`config.mk`:
```
export PLATFORM = sky130hd
export DESIGN_NAME = tis_port_reader
export DESIGN_NICKNAME = d
export VERILOG_FILES = /design/src/rtl/tis_port_reader_pkg.sv /design/src/rtl/mux4_1.sv /design/src/rtl/tis_port_reader_prio4.sv /design/src/rtl/tis_port_reader.sv
export SDC_FILE = /design/constraint.sdc
export NUM_CORES = 1
export LEC_CHECK = 0
export ABC_AREA = 1
export CAP_MARGIN = 10
export CORE_ASPECT_RATIO = 0.5
export CORE_MARGIN = 2
export CORE_UTILIZATION = 40
export CTS_CLUSTER_SIZE = 10
export DETAILED_ROUTE_END_ITERATION = 7
export GPL_ROUTABILITY_DRIVEN = 0
export GPL_TIMING_DRIVEN = 0
export PLACE_DENSITY = 0.79
export SKIP_CTS_REPAIR_TIMING = 1
export SLEW_MARGIN = 0
export SYNTH_ARGS = -nofsm -noshare
export SYNTH_HDL_FRONTEND = slang
export SYNTH_SLANG_ARGS = --single-unit
```
`constraint.sdc`:
```
create_clock -name clk -period 2.2 [get_ports clk]
set_clock_uncertainty 0.15 [all_clocks]
set_input_delay 0.44 -clock clk [delete_from_list [all_inputs] [get_ports clk]]
set_output_delay 0.44 -clock clk [all_outputs]
set_load 0.02 [all_outputs]
```
`src/rtl/tis_port_reader_pkg.sv`:
```
// Shared constants and types for the TIS-100 port read side.
package tis_port_reader_pkg;

  localparam int DATA_W_DEF = 8;

  // Read source codes as presented on rd_src; 7 decodes as NIL as well.
  localparam logic [2:0] SRC_UP    = 3'd0;
  localparam logic [2:0] SRC_RIGHT = 3'd1;
  localparam logic [2:0] SRC_DOWN  = 3'd2;
  localparam logic [2:0] SRC_LEFT  = 3'd3;
  localparam logic [2:0] SRC_ANY   = 3'd4;
  localparam logic [2:0] SRC_LAST  = 3'd5;
  localparam logic [2:0] SRC_NIL   = 3'd6;

  typedef enum logic [1:0] {
    ST_IDLE = 2'd0,
    ST_WAIT = 2'd1,
    ST_DONE = 2'd2
  } rd_state_t;

  // Resolved view of the latched source for the current cycle.
  typedef struct packed {
    logic [1:0] port;  // port to capture from / ack
    logic       hit;   // that port holds a word this cycle
    logic       zero;  // read completes with 0 and no handshake
  } src_res_t;

endpackage

```
`src/rtl/mux4_1.sv`:
```
// Plain 4:1 word mux.
module mux4_1 #(
  parameter int W = 8
) (
  input  logic [1:0]   sel,
  input  logic [W-1:0] d0,
  input  logic [W-1:0] d1,
  input  logic [W-1:0] d2,
  input  logic [W-1:0] d3,
  output logic [W-1:0] y
);

  // select one of four words
  always_comb begin
    y = d0;
    case (sel)
      2'd0: y = d0;
      2'd1: y = d1;
      2'd2: y = d2;
      default: y = d3;
    endcase
  end

endmodule

```
`src/rtl/tis_port_reader_prio4.sv`:
```
// Lowest-index pick over four port valids, used to resolve ANY reads.
module tis_port_prio4 (
  input  logic [3:0] valid,
  output logic [1:0] idx,
  output logic       hit
);

  // port 0 has highest priority; idx is 0 when nothing is valid
  always_comb begin
    hit = |valid;
    idx = 2'd0;
    if (valid[0])      idx = 2'd0;
    else if (valid[1]) idx = 2'd1;
    else if (valid[2]) idx = 2'd2;
    else if (valid[3]) idx = 2'd3;
  end

endmodule

```
`src/rtl/tis_port_reader.sv`:
```
// Node read port: resolves the read source, performs the valid/ack rendezvous
// with the neighbour writer, stalls the node meanwhile and registers the word.
module tis_port_reader
  import tis_port_reader_pkg::*;
#(
  parameter int DATA_W = DATA_W_DEF
) (
  input  logic              clk,
  input  logic              reset,
  input  logic              rd_req,
  input  logic [2:0]        rd_src,
  input  logic [3:0]        wr_valid,
  input  logic [DATA_W-1:0] in0,
  input  logic [DATA_W-1:0] in1,
  input  logic [DATA_W-1:0] in2,
  input  logic [DATA_W-1:0] in3,
  output logic [3:0]        wr_ack,
  output logic [DATA_W-1:0] rd_data,
  output logic              rd_done,
  output logic              rd_stall,
  output logic [1:0]        last_port
);

  rd_state_t         state, state_nxt;
  logic [2:0]        src_q;
  logic              last_vld;
  logic [1:0]        prio_idx;
  logic              prio_hit;
  src_res_t          res;
  logic [DATA_W-1:0] mux_y;
  logic              cap_port;
  logic              cap_zero;

  tis_port_prio4 u_prio (
    .valid (wr_valid),
    .idx   (prio_idx),
    .hit   (prio_hit)
  );

  mux4_1 #(.W(DATA_W)) u_mux (
    .sel (res.port),
    .d0  (in0),
    .d1  (in1),
    .d2  (in2),
    .d3  (in3),
    .y   (mux_y)
  );

  // resolve the latched source into a port, its valid, or a zero read
  always_comb begin
    res = '{port: src_q[1:0], hit: 1'b0, zero: 1'b0};
    case (src_q)
      SRC_UP, SRC_RIGHT, SRC_DOWN, SRC_LEFT: begin
        res.port = src_q[1:0];
        res.hit  = wr_valid[src_q[1:0]];
      end
      SRC_ANY: begin
        res.port = prio_idx;
        res.hit  = prio_hit;
      end
      SRC_LAST: begin
        if (last_vld) begin
          res.port = last_port;
          res.hit  = wr_valid[last_port];
        end else begin
          res.zero = 1'b1;
        end
      end
      default: res.zero = 1'b1;
    endcase
  end

  // next state, ack pulse and status; an abort wins over a present word
  always_comb begin
    state_nxt = state;
    wr_ack    = '0;
    cap_port  = 1'b0;
    cap_zero  = 1'b0;
    rd_done   = 1'b0;
    rd_stall  = 1'b0;
    case (state)
      ST_IDLE: begin
        if (rd_req) state_nxt = ST_WAIT;
      end
      ST_WAIT: begin
        rd_stall = 1'b1;
        if (!rd_req) begin
          state_nxt = ST_IDLE;
        end else if (res.zero) begin
          cap_zero  = 1'b1;
          state_nxt = ST_DONE;
        end else if (res.hit) begin
          wr_ack[res.port] = 1'b1;
          cap_port         = 1'b1;
          state_nxt        = ST_DONE;
        end
      end
      ST_DONE: begin
        rd_done   = 1'b1;
        state_nxt = ST_IDLE;
      end
      default: state_nxt = ST_IDLE;
    endcase
  end

  // state register
  always_ff @(posedge clk or posedge reset) begin
    if (reset) state <= ST_IDLE;
    else       state <= state_nxt;
  end

  // source is latched at read start so later rd_src changes are ignored
  always_ff @(posedge clk or posedge reset) begin
    if (reset)                           src_q <= SRC_UP;
    else if (state == ST_IDLE && rd_req) src_q <= rd_src;
  end

  // word capture; held until the next completed read
  always_ff @(posedge clk or posedge reset) begin
    if (reset)         rd_data <= '0;
    else if (cap_zero) rd_data <= '0;
    else if (cap_port) rd_data <= mux_y;
  end

  // remember which port won the most recent ANY, for LAST reads
  always_ff @(posedge clk or posedge reset) begin
    if (reset) begin
      last_port <= 2'd0;
      last_vld  <= 1'b0;
    end else if (cap_port && src_q == SRC_ANY) begin
      last_port <= res.port;
      last_vld  <= 1'b1;
    end
  end

endmodule

```
---- Yosys cells after proc, flatten, opt, wreduce, memory -nomap -nowiden ----
Index checks and enable logic that the tools add are counted.
cells by class
  $mul .................................... 0
  reduce and logical (&&, ||, !) cells .... 11
  shift-type cells ........................ 0
  equal/unequal tests ..................... 11
  magnitude comparators ................... 4
  add/sub/neg operators ................... 0
  bitwise logic cells ..................... 0
  multiplexer cells ....................... 35
  divide/modulo/power cells ............... 0
operators with widths
  kind                                                                number
  case mux 8 bit (3 select lines)                                     1
  two-way mux 2 bit                                                   8
  two-way mux 4 bit                                                   4
  two-way mux 8 bit                                                   2
  two-way mux 1 bit                                                   13
  less-than comparator 2 x 3 -> 1 bit (second input constant)         3
  case mux 3 bit (3 select lines)                                     1
  OR reduction 4 bit                                                  2
  == test 3 x 2 -> 1 bit (second input constant)                      2
  == test 3 bit (second input constant)                               2
  OR reduction 5 bit                                                  1
  binary-select mux 1 bit (select 2 bit)                              2
  == test 2 x 1 -> 1 bit (second input constant)                      2
  == test 2 bit (second input constant)                               2
  logical NOT 2 bit                                                   2
  != test 4 bit (second input constant)                               1
  case mux 2 bit (2 select lines)                                     1
  == test 3 x 1 -> 1 bit (second input constant)                      1
  logical AND 1 bit                                                   3
  logical NOT 3 bit                                                   1
  two-way mux 3 bit                                                   1
  demux 1 bit (select 2 bit)                                          1
  greater-or-equal comparator 2 x 1 -> 1 bit (second input constant)  1
  != test 2 bit (second input constant)                               1
  3 further kinds                                                     3
storage, ports and cells
  output and inout bits ................... 16
  bits in latches ......................... 0
  logic and storage cells ................. 66
  register bits after elaboration ......... 16
  bits in read-only memories .............. 0
  memories kept ........................... 0
  RAM bits ................................ 0

---- Logic depth before layout (Yosys ltp) ----
Gate-level depths: netlist of the first run.
  depth in word-level cells ............... 13
  mapped depth ............................ 12
  depth with buffers taken out ............ 12

---- By module ----
Synthesis of the first run repeated with hierarchy kept, for this count alone.
unflattened totals
  cells, all modules ...................... 172
  area total of the unflattened synthesis .. 1,239.9 um^2
by module, submodules not included
  module           sequential area each (um^2)  instances  cells each  area each (um^2)
  tis_port_reader  400.4                        1          117         939.7
  mux4_1           0.0                          1          47          264.0
  tis_port_prio4   0.0                          1          8           36.3

---- Worst setup path after synthesis of the first run ----
Ideal clock, no wire load.
  kind .................................... register -> output
  start point ............................. register last_port[0]
  end point ............................... output port wr_ack[0]
  data arrival time ....................... 1.593 ns
  setup slack ............................. 0.017 ns
  cell stages (with the launch flop) ...... 10
  path through ............................ dfrtp_1 > inv_1 > nand2_1 > nand3_1 > nand2_1 > nand2_1 > nand3_1 > nand2_1 > buf_4 > nor3_1
on the way
  word-level cells in the longest chain between the ends .. 10
RTL lines
  what                                                                                                                     line                    text
  start: declaration                                                                                                       tis_port_reader.sv:21   output logic [1:0] last_port
  start signal: assignment                                                                                                 tis_port_reader.sv:131  last_port <= res.port;
  two-way mux 3 bit *                                                                                                      tis_port_reader.sv:62   if (last_vld) begin
  case mux 3 bit (3 select lines) *                                                                                        tis_port_reader.sv:52   case (src_q)
  less-than comparator 2 x 3 -> 1 bit (implied by the code) or greater-or-equal comparator 2 x 1 -> 1 bit (tied branches)  tis_port_reader.sv:93   wr_ack[res.port] = 1'b1;
  logical AND 1 bit (implied by the code)                                                                                  tis_port_reader.sv:93
  two-way mux 1 bit (implied by the code)                                                                                  tis_port_reader.sv:93
  demux 1 bit (select 2 bit)                                                                                               tis_port_reader.sv:93
  two-way mux 4 bit *                                                                                                      tis_port_reader.sv:92   end else if (res.hit) begin
  two-way mux 4 bit *                                                                                                      tis_port_reader.sv:89   end else if (res.zero) begin
  two-way mux 4 bit *                                                                                                      tis_port_reader.sv:87   if (!rd_req) begin
  two-way mux 4 bit *                                                                                                      tis_port_reader.sv:81   case (state)
  end: declaration                                                                                                         tis_port_reader.sv:17   output logic [3:0] wr_ack,
Mark *: on every way between the ends. The rest lies on a longest branch, timed or not. The select of a mux whose other input is x is not followed.

---- Final worst setup path of the first run ----
  start point ............................. register src_q[1]
  end point ............................... output port wr_ack[0]
on the way
  word-level cells in the longest chain between the ends .. 11
RTL lines
  what                                                                                                                     line                    text
  start: declaration                                                                                                       tis_port_reader.sv:25   logic [2:0] src_q;
  start signal: assignment                                                                                                 tis_port_reader.sv:115  else if (state == ST_IDLE && rd_req) src_q <= rd_src;
  == test 3 x 1 -> 1 bit (tied with other cells)                                                                           tis_port_reader.sv:52
  OR reduction 4 bit                                                                                                       n/a
  case mux 3 bit (3 select lines)                                                                                          tis_port_reader.sv:52
  less-than comparator 2 x 3 -> 1 bit (implied by the code) or greater-or-equal comparator 2 x 1 -> 1 bit (tied branches)  tis_port_reader.sv:93
  logical AND 1 bit (implied by the code)                                                                                  tis_port_reader.sv:93
  two-way mux 1 bit (implied by the code)                                                                                  tis_port_reader.sv:93
  demux 1 bit (select 2 bit)                                                                                               tis_port_reader.sv:93
  two-way mux 4 bit                                                                                                        tis_port_reader.sv:92
  two-way mux 4 bit *                                                                                                      tis_port_reader.sv:89
  two-way mux 4 bit *                                                                                                      tis_port_reader.sv:87
  two-way mux 4 bit *                                                                                                      tis_port_reader.sv:81
Marks and branches as above.

==> results.env, run 1 <==
PLACEMENT.IO_BUFFERS=57
FINAL_UTIL_PCT=81.88
SYNTH_TOP_CELL_BY_AREA='dfrtp_1'
TIMING.FINAL.WS_SETUP_NS=-0.1214
VIOLATIONS='negative setup slack'
SYNTH_AREA_LEADERS='dfrtp_1 (34%), nand2_1 (17%), nand3_1 (16%)'
MAXSLEWVIOLCOUNT=0
SYNTH_FP_NETS=230
GLOBALROUTE.TOTALOVERFLOW=0
INITIAL_ANTENNA_VIOLATION_COUNT=0
RELSLEWSLACK_PCT=57.62
TIMING.CRITICAL_PATH.FROM_TYPE='register'
DP.CELLS=282
CTS_TREE='done'
GRT_FIRST_PASS_WIRELENGTH_UM=6092
WORST-SLEW-PIN-TRANSITION_NS=0.6350
POWER.SWITCHING_mW=1.191
SYNTH_COMMONEST_CELLS='nand2_1 (55), nand3_1 (39), nor2_1 (26)'
DRC=0
MULTIINPUTGATEAREA_UM2=804.5
SYNTHSIMPLEGATEAREAFRAC_PCT=49.47
FINAL.PERIOD_UTILIZATION_PCT=105.5
VDD_IR_DROP_MAX_mV=0.5247
SYNTHMUXAREASHARE_PCT=0
SYNTHMOSTINSTANTIATEDCELL='nand2_1'
TOTAL_NUMBER_OF_PLACEMENT_ROWS=13
NETLIST-CELL-TYPE-COUNT=22
SYNTH-COMPOUND-AREA-SHARE_PCT=7.263
RUN_STATUS='finished, violations left'
TIMING.SETUP.TNS_NS=-0.3542
CTS.HTREE.LEVELS=1
CLK_ROOT_BUFFER_CELL='clkbuf_8'
FINAL-HOLD-VIOLATION-COUNT=0
SYNTH_EDF_COUNT=0
POST_SYNTH_FA_HA_MAJ_AREA_FRACTION_PCT=0
SINK_COUNT=16
RR_STARTPOINT='src_q[1]'
WORSTSETUPPATHTYPE='reg -> out'
CLOCK_POWER_SHARE_PCT=10.8
DETAILEDPLACEMENTHPWL_UM=2812
CLKTRANSATPATHREGS_NS=0.07
ROUTE.FINAL.WIRE_LENGTH_UM=4923
WORST_SKEW_PAIR_LATENCY_NS=0.26
YOSYS.AREA.TOP_TYPE_SHARE_PCT=33.68
CTSLONGESTPATHBUFFERS=2
WORST-R2R-CELL-COUNT=12
PERIOD_NEEDED_NS=2.321
HOLD_PATH.STARTPOINT='rd_data[2]'
INTERNAL_POWER_OF_THE_CELLS_mW=1.321
FINALNONFILLERCELLS=312
SEQ_AREA_UM2=405.4
FLOW.AREA_GROWTH_FROM_SYNTHESIS_PCT=86.00
FLOP_PWR_SHARE_PCT=21.4
TIMING.HOLD.WORST.CLASS='reg -> reg'
SYNTH_WARNINGS=0
NUMBER_OF_GLOBAL_ROUTE_VIAS_BEFORE_REPAIR=1375
YS_SEQ_ELEMENTS=16
GRT_MAX_DEGREE=17
CP_DATA_ARRIVAL_TIME_NS=1.73
ANTENNA_CELLS=0
SYNTH_XOR_AREA_SHARE_PCT=0
ANTENNA_VIOLATING_NETS_POST_ROUTE=0
LAYOUT.NETS=318
TRACK_USAGE_PCT=22.79
SYNTH_SEQUENTIAL_AREA_RATIO_PCT=33.68
SYNTH_FLOP_CELL='dfrtp_1'
DETAILEDROUTE.FIRSTITERATIONVIOLATIONS=130
SWSHARE_PCT=47.42
COMBPWRFRAC_PCT=67.8
P_PER_AREA_nW_PER_UM2=1136
DIE_AREA_UM2=3450
FP.DIEH_UM=42.55
SYN_AREA_PER_CELL_UM2=6.323
PATH_MAX_FANOUT=7
CTS_MADE_BUFFERS=3
END_KIND='output port'
WORSTSETUPSTARTPOINT='src_q[1]'
CORE_AREA_UM2=2700
DRTPASS1ITERATIONS=5
DIE_WIDTH_UM=81.09
LEAKAGE_nW=1.104
SYNTHCELLS=188
LAYOUT-DRIVE-GT1-SHARE_PCT=26.55
FILLERS=186
SETUP_REPAIR_AFTER_GLOBAL_ROUTING_MISSED_ITS_MARGIN='true'
CLOCK.FMAX_MHz=430.8
VIAS_PER_CELL=5.369
POST_SYNTH_INSTANCE_AREA_UM2=1189
MAIN_COMBINATIONAL_CELL_FAMILY_BY_AREA_AFTER_SYNTHESIS='simple AND/OR/NAND/NOR gates'
CP.REQUIRED_NS=1.61
STARTING_DENSITY_PCT=44.02
DRV.MAX_CAP_VIOLATION_COUNT=0
DRT-WIRELENGTH-PER-CELL_UM=15.78
ROUTE.VIAS.TOTAL=1675
FINAL-SETUP-VIOL-COUNT=4
MIN_DELAY_PATH_DEPTH=2
PIN_COUNT=58
YS_ASYNC_SR_FRACTION_PCT=100.0
## layout make-up
| class | count | area share (%) |
|---|---|---|
| Timing Repair Buffer | 84 | 35.43 |
| Multi-Input combinational cell | 149 | 36.39 |
| Buffer | 4 | 1.868 |
| Tap cell | 37 | 2.094 |
| Sequential cell | 16 | 18.34 |
| Clock buffer | 4 | 2.490 |
| Inverter | 18 | 3.396 |
## layout by cell type (no fill, tap or decap), types with 3 or more instances in the layout
master           count
nand2_1             49
clkdlybuf4s50_1     48
nand3_1             37
buf_4               30
nor2_1              23
dfrtp_1             12
inv_1               11
o21ai_0              7
inv_2                5
buf_6                5
dlymetal6s2s_1       5
nand2_4              4
nor2_4               4
nand2_2              4
clkbuf_8             4
dfrtp_2              4
o21ai_1              3
a21oi_1              3
## worst max-delay path, stage by stage, from the launching register on
cell and delay, ns:
dfrtp_2 0.45, inv_4 0.11, nand2_4 0.07, nor2_4 0.11
nand2_2 0.09, a21oi_4 0.26, buf_6 0.18, nor3_2 0.05
buf_4 0.15
## flip-flops by register name (all words and copies together) (netlist names)
name,flops
state,2
rd_data,8
last_vld,1
last_port,2
src_q,3
## final timing paths
kind	to	slack (ns)
max	wr_ack[0]	-0.12
min	rd_data[2]	0.37
max reg2reg	rd_data[7]	0.18
min reg2reg	rd_data[2]	0.37
max in group asynchronous	last_port[0]	1.03
min in group asynchronous	state[1]	0.42
## through the flow
step	hold slack, ns	total power [mW]	cell area (um2)	worst slack, ns
floorplan	0.2037	1.235	1189	0.01691
global placement	0.3459	1.627	1805	-0.8079
detailed placement	0.3582	1.654	1805	-0.8407
CTS	0.3752	1.925	1861	-0.8458
global route	0.4040	2.641	2211	-0.1721
finish	0.3676	2.512	2211	-0.1214
## kinds of logic after synthesis
kind of cell / Yosys count
buffers and inverters: 24
AND/OR/NAND/NOR: 133
AO/OA/AOI/OAI: 15
flip-flops: 16
## metal layers
metal	share of wire [%]	GRT usage, %	vias to the layer above
met4	3.0	6.102	0
met1	42	29.19	783
met3	6.0	4.310	23
li1	-	-	783
met2	49	39.34	86
met5	0	0	-
## power by group through the flow
| stage | Sequential [mW] | Clock [mW] | Combinational, mW |
|---|---|---|---|
| 5_1_grt | 0.552 | 0.285 | 1.80 |
| 2_1_floorplan | 0.544 | 0 | 0.691 |
| 3_3_place_gp | 0.503 | 0 | 1.12 |
| 3_5_place_dp | 0.505 | 0 | 1.15 |
| 6_report | 0.539 | 0.271 | 1.70 |
| 4_1_cts | 0.505 | 0.265 | 1.15 |
No activity file was read; power rests on OpenSTA's default activity.
==> run 2: changes to the inputs <==
--- a/config.mk
+++ b/config.mk
@@ -8,7 +8,6 @@
 export ABC_AREA = 1
 export CAP_MARGIN = 10
 export CORE_ASPECT_RATIO = 0.5
-export CORE_MARGIN = 2
 export CORE_UTILIZATION = 40
 export CTS_CLUSTER_SIZE = 10
 export DETAILED_ROUTE_END_ITERATION = 7
==> run 2 against run 1 <==
Net effect:
- the flow still finishes with violations (negative setup slack)
- non-clock buffer count is 5 lower
- global-route usage is 0.42 points lower
- sequential power fell by 3%
- critical path depth is the same
==> results.env, run 2 (synthesis results as in run 1) <==
ANTENNA_VIOLATING_NETS_POST_ROUTE=0  # unchanged
MIN_DELAY_PATH_DEPTH=2  # unchanged
RR_STARTPOINT='src_q[2]'
ROUTE.VIAS.TOTAL=1509  # -9.9%
PERIOD_NEEDED_NS=2.274  # -0.04720 ns
DETAILEDROUTE.FIRSTITERATIONVIOLATIONS=53  # -59%
DIE_WIDTH_UM=79.09  # -2.5%
FINAL.PERIOD_UTILIZATION_PCT=103.4  # -2.1 points
MAXSLEWVIOLCOUNT=0  # unchanged
GRT_FIRST_PASS_WIRELENGTH_UM=5264  # -14%
GRT_MAX_DEGREE=17  # unchanged
R2R-END='rd_data[5]'
ROUTE.FINAL.WIRE_LENGTH_UM=3927  # -20%
LAYOUT-DRIVE-GT1-SHARE_PCT=23.42  # -3.1 points
FILLERS=199  # +7.0%
PLACEMENT.IO_BUFFERS=57  # unchanged
DRTPASS1ITERATIONS=4  # -1
PATH_MAX_FANOUT=6  # -1
WORST_SKEW_PAIR_LATENCY_NS=0.25  # about the same
WORSTSETUPPATHTYPE='reg -> out'
ANTENNA_CELLS=0  # unchanged
MAX_FLOP_REGISTER='rd_data'
NUMBER_OF_GLOBAL_ROUTE_VIAS_BEFORE_REPAIR=1234  # -10%
LARGESTREGISTERS='rd_data (8), src_q (3)'
LARGEST_REG_FLOPS=8  # unchanged
PIN_COUNT=58  # unchanged
END_KIND='output port'
SETUP_REPAIR_AFTER_GLOBAL_ROUTING_MISSED_ITS_MARGIN='true'
LAYOUT.NETS=312  # -1.9%
MOST-COMMON-LAYOUT-CELLS='nand2_1 (50), clkdlybuf4s50_1 (48), nand3_1 (37)'
GLOBALROUTE.TOTALOVERFLOW=0  # unchanged
CTS_MADE_BUFFERS=3  # unchanged
VIAS_PER_CELL=4.931  # -8.1%
VIOLATIONS='negative setup slack'
LEAKAGE_nW=1.076  # -2.6%
HOLD_PATH.STARTPOINT='rd_data[1]'
TIMING.HOLD.WORST.CLASS='reg -> reg'
CORE_AREA_UM2=2700  # unchanged
SINK_COUNT=16  # unchanged
INITIAL_ANTENNA_VIOLATION_COUNT=0  # unchanged
TIMING.CRITICAL_PATH.FROM_TYPE='register'
RELSLEWSLACK_PCT=59.72  # +2.1 points
FINALNONFILLERCELLS=306  # -1.9%
DRV.MAX_CAP_VIOLATION_COUNT=0  # unchanged
CTS_TREE='done'
CLOCK.FMAX_MHz=439.7  # +2.1%
FP.DIEH_UM=40.55  # -4.7%
DP.CELLS=282  # unchanged
CLK_ROOT_BUFFER_CELL='clkbuf_8'
CTSLONGESTPATHBUFFERS=2  # unchanged
CP.REQUIRED_NS=1.61  # about the same
WORST-SLEW-PIN-TRANSITION_NS=0.6035  # -0.03143 ns
CP_DATA_ARRIVAL_TIME_NS=1.68  # -0.05 ns
RUN_STATUS='finished, violations left'
HOLD_PATH_END='rd_data[1]'
FINAL-HOLD-VIOLATION-COUNT=0  # unchanged
TOTAL_NUMBER_OF_PLACEMENT_ROWS=13  # unchanged
TRACK_USAGE_PCT=22.37  # -0.42 points
CTS.HTREE.LEVELS=1  # unchanged
TIMING.FINAL.WS_SETUP_NS=-0.07422  # +0.04720 ns
P_PER_AREA_nW_PER_UM2=1079  # -5.1%
SETUP.REG_TO_REG.WORST_SLACK_NS=0.20  # +0.02 ns
DIE_AREA_UM2=3207  # -7.1%
VDD_IR_DROP_MAX_mV=0.4884  # -6.9%
FINAL_COMMON_CELL='nand2_1'
DRT-WIRELENGTH-PER-CELL_UM=12.83  # -19%
WORST-R2R-CELL-COUNT=11  # -1
STARTING_DENSITY_PCT=44.02  # unchanged
HOLD-WORST-SLACK_NS=0.3539  # -0.01370 ns
DETAILEDPLACEMENTHPWL_UM=2599  # -7.6%
DRC=0  # unchanged
CLKTRANSATPATHREGS_NS=0.06  # about the same
FLOW.AREA_GROWTH_FROM_SYNTHESIS_PCT=79.79
FINAL-SETUP-VIOL-COUNT=4  # unchanged
WORSTSETUPSTARTPOINT='src_q[1]'
[run 2: worst max-delay path, stage by stage, from the launching register on]
cell and delay [ns]:
dfrtp_1 0.42, inv_2 0.12, nand2_4 0.08, nor2_4 0.11
nand2_2 0.09, a21oi_4 0.25, buf_6 0.16, nor3_2 0.04
buf_4 0.16
[run 2: layer usage]
metal / track usage, % / share of wire [%] / up-vias
met3: 4.773 / 4.1 / 2
met2: 41.59 / 51 / 44
met4: 2.727 / 0.13 / 0
li1: - / - / 772
met5: 0 / 0 / -
met1: 28.40 / 45 / 691
[run 2: cell type report]
class	instances	area, um2	area share (%)
multi-input cells	148	777.0	36.36
repair buffers	79	742.0	34.72
plain buffers	4	41.29	1.932
inverters	18	72.57	3.396
flip-flops and latches	16	402.9	18.85
well taps	37	46.29	2.166
clock buffers	4	55.05	2.576
[run 2: power by group]
part	leakage [nW]	internal (mW)	switching (mW)
clock network	0.0288	0.159	0.101
logic	0.840	0.696	0.826
registers	0.207	0.397	0.125
[run 2: worst max-delay path by stage]
| stage | endpoint | slack (ns) | depth (start not counted) |
|---|---|---|---|
| final | wr_ack[2] | -0.07 | 8 |
| after global routing | wr_ack[1] | -0.16 | 9 |
| after CTS | wr_ack[1] | -0.82 | 11 |
| after floorplan | wr_ack[0] | 0.02 | 9 |
| after global placement | wr_ack[2] | -0.81 | 11 |
| after detailed placement | wr_ack[1] | -0.81 | 11 |
[run 2: metrics by stage]
step / area (um2) / total power [mW] / utilization, % / TNS (ns) / setup slack (ns)
finish: 2137 / 2.305 / 79.15 / -0.2372 / -0.07422
global route: 2137 / 2.463 / 79.15 / -0.5878 / -0.1635
CTS: 1861 / 1.890 / 68.91 / -3.182 / -0.8175
detailed placement: 1805 / 1.630 / 66.87 / -3.148 / -0.8096
global placement: 1805 / 1.618 / 66.87 / -3.157 / -0.8060
floorplan: 1189 / 1.235 / - / 0 / 0.01691
==> run 3: changes to the inputs <==
--- a/config.mk
+++ b/config.mk
@@ -11,7 +11,6 @@
 export CORE_UTILIZATION = 40
 export CTS_CLUSTER_SIZE = 10
 export DETAILED_ROUTE_END_ITERATION = 7
-export GPL_ROUTABILITY_DRIVEN = 0
 export GPL_TIMING_DRIVEN = 0
 export PLACE_DENSITY = 0.79
 export SKIP_CTS_REPAIR_TIMING = 1
==> results of run 3 <==
Same layout as run 2: the final DEF is identical, and so are final timing and power.
